## src/rtl/jtdsp16_pkg.sv

```systemverilog
// rtl/jtdsp16_pkg.sv - shared constants and state encoding for the DSP16 do/redo loop cache
package jtdsp16_pkg;

    localparam int DO_NI_MAX = 15;
    localparam int DO_KW     = 7;

    typedef enum logic [1:0] {
        IDLE   = 2'd0,
        FILL   = 2'd1,
        REPLAY = 2'd2
    } do_state_t;

endpackage

```

## src/rtl/jtdsp16_cache_ram.sv

```systemverilog
// rtl/jtdsp16_cache_ram.sv - loop body register file, one synchronous write port and one async read port
module jtdsp16_cache_ram #(
    parameter int DEPTH = 15,
    parameter int AW    = 4
) (
    input  logic          clk,
    input  logic          we,
    input  logic [AW-1:0] waddr,
    input  logic [15:0]   wdata,
    input  logic [AW-1:0] raddr,
    output logic [15:0]   rdata
);

    logic [15:0] mem [DEPTH];

    // Contents are deliberately left unreset; cache_valid guards every use.
    always_ff @(posedge clk) begin
        if (we) begin
            mem[waddr] <= wdata;
        end
    end

    assign rdata = mem[raddr];

endmodule

```

## src/rtl/jtdsp16_do_cache.sv

```systemverilog
// rtl/jtdsp16_do_cache.sv - do/redo loop controller: captures the loop body, replays it and holds the PC
module jtdsp16_do_cache
    import jtdsp16_pkg::*;
#(
    parameter int DEPTH = DO_NI_MAX,
    parameter int KW    = DO_KW
) (
    input  logic          clk,
    input  logic          rst_n,
    input  logic          cen,
    input  logic          do_start,
    input  logic          redo_start,
    input  logic [3:0]    do_ni,
    input  logic [KW-1:0] do_k,
    input  logic [15:0]   rom_dout,
    output logic [15:0]   cache_dout,
    output logic          cache_sel,
    output logic          pc_hold,
    output logic          irq_mask,
    output logic          cache_valid,
    output logic          loop_done
);

    do_state_t     state;
    logic [3:0]    ni;
    logic [KW-1:0] iter;
    logic [3:0]    wr_ptr;
    logic [3:0]    cur_ptr;
    logic          done_q;
    logic [3:0]    raddr;
    logic [15:0]   rdata;
    logic          fill_last;
    logic          cur_last;

    assign fill_last = (wr_ptr == ni - 4'd1);
    assign cur_last  = (cur_ptr == ni - 4'd1);

    // Read address looks one word ahead so cache_dout is loaded with no bubble.
    always_comb begin
        raddr = 4'd0;
        if (state == REPLAY && !cur_last) begin
            raddr = cur_ptr + 4'd1;
        end
    end

    jtdsp16_cache_ram #(
        .DEPTH (DEPTH),
        .AW    (4)
    ) u_ram (
        .clk   (clk),
        .we    (cen && state == FILL),
        .waddr (wr_ptr),
        .wdata (rom_dout),
        .raddr (raddr),
        .rdata (rdata)
    );

    always_ff @(posedge clk or negedge rst_n) begin
        if (!rst_n) begin
            state       <= IDLE;
            ni          <= 4'd0;
            iter        <= '0;
            wr_ptr      <= 4'd0;
            cur_ptr     <= 4'd0;
            cache_dout  <= 16'd0;
            cache_sel   <= 1'b0;
            cache_valid <= 1'b0;
            done_q      <= 1'b0;
        end else if (cen) begin
            done_q <= 1'b0;
            case (state)
                IDLE: begin
                    if (do_start && do_ni != 4'd0) begin
                        ni          <= do_ni;
                        iter        <= (do_k == '0) ? '0 : do_k - 1'b1;
                        wr_ptr      <= 4'd0;
                        cache_valid <= 1'b0;
                        state       <= FILL;
                    end else if (redo_start && cache_valid && do_k != '0) begin
                        iter       <= do_k;
                        cur_ptr    <= 4'd0;
                        cache_dout <= rdata;
                        cache_sel  <= 1'b1;
                        state      <= REPLAY;
                    end
                end
                FILL: begin
                    wr_ptr <= wr_ptr + 4'd1;
                    if (fill_last) begin
                        cache_valid <= 1'b1;
                        if (iter == '0) begin
                            done_q <= 1'b1;
                            state  <= IDLE;
                        end else begin
                            // A one-word body is being written this very edge.
                            cache_dout <= (ni == 4'd1) ? rom_dout : rdata;
                            cur_ptr    <= 4'd0;
                            cache_sel  <= 1'b1;
                            state      <= REPLAY;
                        end
                    end
                end
                REPLAY: begin
                    if (!cur_last) begin
                        cur_ptr    <= cur_ptr + 4'd1;
                        cache_dout <= rdata;
                    end else if (iter == KW'(1)) begin
                        cache_sel <= 1'b0;
                        done_q    <= 1'b1;
                        state     <= IDLE;
                    end else begin
                        iter       <= iter - 1'b1;
                        cur_ptr    <= 4'd0;
                        cache_dout <= rdata;
                    end
                end
                default: state <= IDLE;
            endcase
        end
    end

    assign pc_hold   = (state == REPLAY);
    assign irq_mask  = (state != IDLE);
    assign loop_done = done_q & cen;

endmodule

```

## config.mk

```make
export PLATFORM = sky130hd
export DESIGN_NAME = jtdsp16_do_cache
export DESIGN_NICKNAME = d
export VERILOG_FILES = /design/src/rtl/jtdsp16_pkg.sv /design/src/rtl/jtdsp16_cache_ram.sv /design/src/rtl/jtdsp16_do_cache.sv
export SDC_FILE = /design/constraint.sdc
export NUM_CORES = 1
export LEC_CHECK = 0
export CAP_MARGIN = 30
export CORE_UTILIZATION = 67
export CTS_BUF_LIST = sky130_fd_sc_hd__clkbuf_8
export DETAILED_ROUTE_END_ITERATION = 8
export PLACE_DENSITY = 0.89
export SETUP_SLACK_MARGIN = 0.4
export SYNTH_ARGS = -nofsm -noshare
export SYNTH_HDL_FRONTEND = slang
export SYNTH_SLANG_ARGS = --single-unit
```

## constraint.sdc

```tcl
create_clock -name clk -period 4.3 [get_ports clk]
set_clock_uncertainty 0.2 [all_clocks]
set_input_delay 1.29 -clock clk [delete_from_list [all_inputs] [get_ports clk]]
set_output_delay 1.29 -clock clk [all_outputs]
set_load 0.05 [all_outputs]
```

==> results.md <==
- Fmax: 0.265 GHz
- CTS tree: done
- Post-synth top area cell: edfxtp_1
- Die X: around 140 um
- Clock slew at reported path FFs: 70 ps
- All-Layer GR Usage: 36.1%
- Seq cells post-synth: 280
- HP Class: reg -> reg
- Worst path max stage delay: 600 ps
- Post-CTS Setup Bufs: 0
- Async SR Flop Fraction: roughly 14%
- CP max FO: 16
- First-pass GRT wire length: 49000 um
- TritonCTS buffer count: between 40 and 50
- Post-Syn Nets: ~940
- CTS root buf: clkbuf_8
- Final hold vios: 0
- Worst vdd ir: between 0.4 and 0.5 mV
- Sequential-to-total area share from yosys stat: 67.0%
- Vias per cell: approximately 7
- Synth top area share: 58.8%
- CP top delay family: buffers and inverters
- EDFF count, synth: 240
- Unrepaired setup endpoints after global routing: no
- Clk buf depth: 3
- Die area: about 0.019 sq mm
- P&R area growth vs syn: 16.2%
- Drt drc: 0
- Netlist cell types: 65
- Antenna Nets Post-Route: 0
- Req. time, crit path: about 2800 ps
- Pwr per Cell Area: ~620 mW/mm^2
- Max Cap Viol: 0
- Yosys Warn Count: 0
- Critical path arrival: 2280 ps
- Setup tns final: 0 ps
- Crit path cell chain: inv_1 > ha_1 > dlygate4sd2_1
- Final WL: approximately 33000 um
- Vias in the first global route: 8813
- Iteration-0 DRC Markers: about 1500
- Chip height: 137 um
- Clock Latency Late Sink: approximately 580 ps
- Lkg Pwr: 4.88 nW
- DR WL/cell: 26.2 um
- Pin count of the biggest net entering global routing: 41
- Slew Limit Fails: 0
- Final #Nets: around 1100
- Initial Util: between 60% and 70%
- Slowest-stage cell, CP: dlygate4sd2_1
- Vias: ~9100
- Syn_area_per_cell: 13.6 sq um
- Initial antenna violation count: 0
- Min Tclk post-route: approximately 3800 ps
- Status: finished clean
- Diode count: 0
- I/O pins: 53
- First drt pass iteration count: 8
- Post-synth top flop: edfxtp_1
- Slew @ Worst Pin: 1080 ps
- Gpl congestion: 0.902
- Setup violators final: 0
- Global route overflow: 0
- WP buf/inv: 2
- Design Area, Final: 0.0142 sq mm
- Critical Path Sink Type: output pin
- # clock sinks: 280
- Core outline area: 0.0180 sq mm
- Site Rows: 49
- Synth area leaders: edfxtp_1 59%, dfrtp_1 8.2%, mux2i_1 3.7%, nand2_1 2.0%, nor2_1 1.8%
- Post-DP HPWL: 20400 um
- Tcrit/Tclk final: between 80 and 90%
- Crit start category: register
- Share of layout cells above drive strength 1: 14.5%
- Most common cell in the netlist: edfxtp_1
- Post-DP Area: 0.0134 sq mm
- Input/output buffers: 52
- CTS H-Tree Depth: 2
- Mapped Area: 0.0123 sq mm
- Syn Inst Count: between 800 and 900
- Rel. slew slack: 28.0%
- Critical path class: reg -> out
- Most frequent cells after synthesis: 240 x edfxtp_1, 66 x nand2_1, 59 x nor2_1, 45 x mux2i_1, 42 x o21ai_0
sequential cells by signal, summed over array words and instances (netlist names):
name         count
cache_dout      16
cur_ptr          4
wr_ptr           4
u_ram.mem      240
state            2
cache_sel        1
done_q           1
cache_valid      1
ni               4
iter             7
repair_timing:
action	4_1_cts	5_1_grt
resized for setup	1	1
hold buffers	0	0
setup endpoints to repair	1	1
hold endpoints to repair	0	0
power breakdown:
part	internal [mW]	switching, mW
Clock	1.15	1.04
Sequential	3.16	0.221
Combinational	1.19	2.12
final timing paths:
check                               from             end  slack (ps)  cells past startpoint
min in group asynchronous          rst_n         iter[4]         320                      1
max                             state[0]         pc_hold         530                      3
max reg2reg                        ni[0]   cache_dout[7]         560                      9
max in group asynchronous          rst_n  cache_dout[13]        3140                      2
min                        cache_dout[9]   cache_dout[9]         310                      2
min reg2reg                cache_dout[9]   cache_dout[9]         310                      2
tightest hold or removal path, delay by kind of cell (launching register included):
family | cells | cell delay [ps]
and+or+nand+nor | 1 | 50
DFF | 1 | 350
AOI/OAI and AO/OA | 1 | 70
area by class of cell:
type,instances,area (sq um)
flip-flops and latches,280,8210
well taps,229,287
multi-input cells,554,3820
clock inverters,34,239
repair buffers,111,1000
fillers,951,3730
inverters,17,63.8
clock buffers,44,606
cell usage in the layout (no fill, tap or decap), types with 7 or more instances in the layout:
| cell type | instances |
|---|---|
| mux2i_1 | 45 |
| a221o_1 | 13 |
| dfrtp_1 | 39 |
| a211oi_1 | 15 |
| buf_4 | 55 |
| clkbuf_8 | 44 |
| clkinv_1 | 12 |
| a31o_2 | 7 |
| inv_1 | 26 |
| mux2_2 | 11 |
| clkdlybuf4s50_1 | 48 |
| a32oi_1 | 9 |
| a21oi_1 | 19 |
| and2_1 | 20 |
| nand3_1 | 20 |
| xor2_1 | 10 |
| a311oi_1 | 11 |
| edfxtp_1 | 240 |
| nand2_1 | 66 |
| ha_1 | 14 |
| a221oi_1 | 9 |
| o22ai_1 | 14 |
| a22oi_1 | 13 |
| nor2_1 | 59 |
| o21ai_0 | 42 |
| xnor2_1 | 7 |
| a31oi_1 | 15 |
| o31ai_1 | 11 |
| nor3_1 | 37 |
| o41ai_1 | 10 |
logic make-up after synthesis:
family | count (synthesis) | synth area share [%]
buffers and inverters | 64 | 2.08
multiplexers | 60 | 5.42
AO/OA/AOI/OAI | 232 | 13.9
AND/OR/NAND/NOR | 228 | 8.69
XOR/XNOR | 20 | 1.54
adder cells (fa/ha/maj) | 14 | 1.43
flip-flops | 280 | 67.0
routing by layer:
layer	vias up	share of wire [%]	wire length [um]	global-route usage (%)
met3	222	13	4170	10.3
met5	-	0	0	0
met2	804	45	15000	54.1
li1	3772	-	-	-
met4	0	6.9	2300	22.7
met1	4316	35	11800	46.8
metrics by stage:
stage          hold WS [ps]  power (mW)  instances  util, %  setup slack, ps
6_report                312        8.87       1269     79.2              533
5_1_grt                 312        9.16       1269     79.2              491
4_1_cts                 311        8.76       1268     79.1              490
3_5_place_dp            296        6.58       1190     74.4              229
3_3_place_gp            281        6.44       1189     74.4              302
2_1_floorplan           299        5.51        898        -              734
Power figures use the tool's default switching activity.
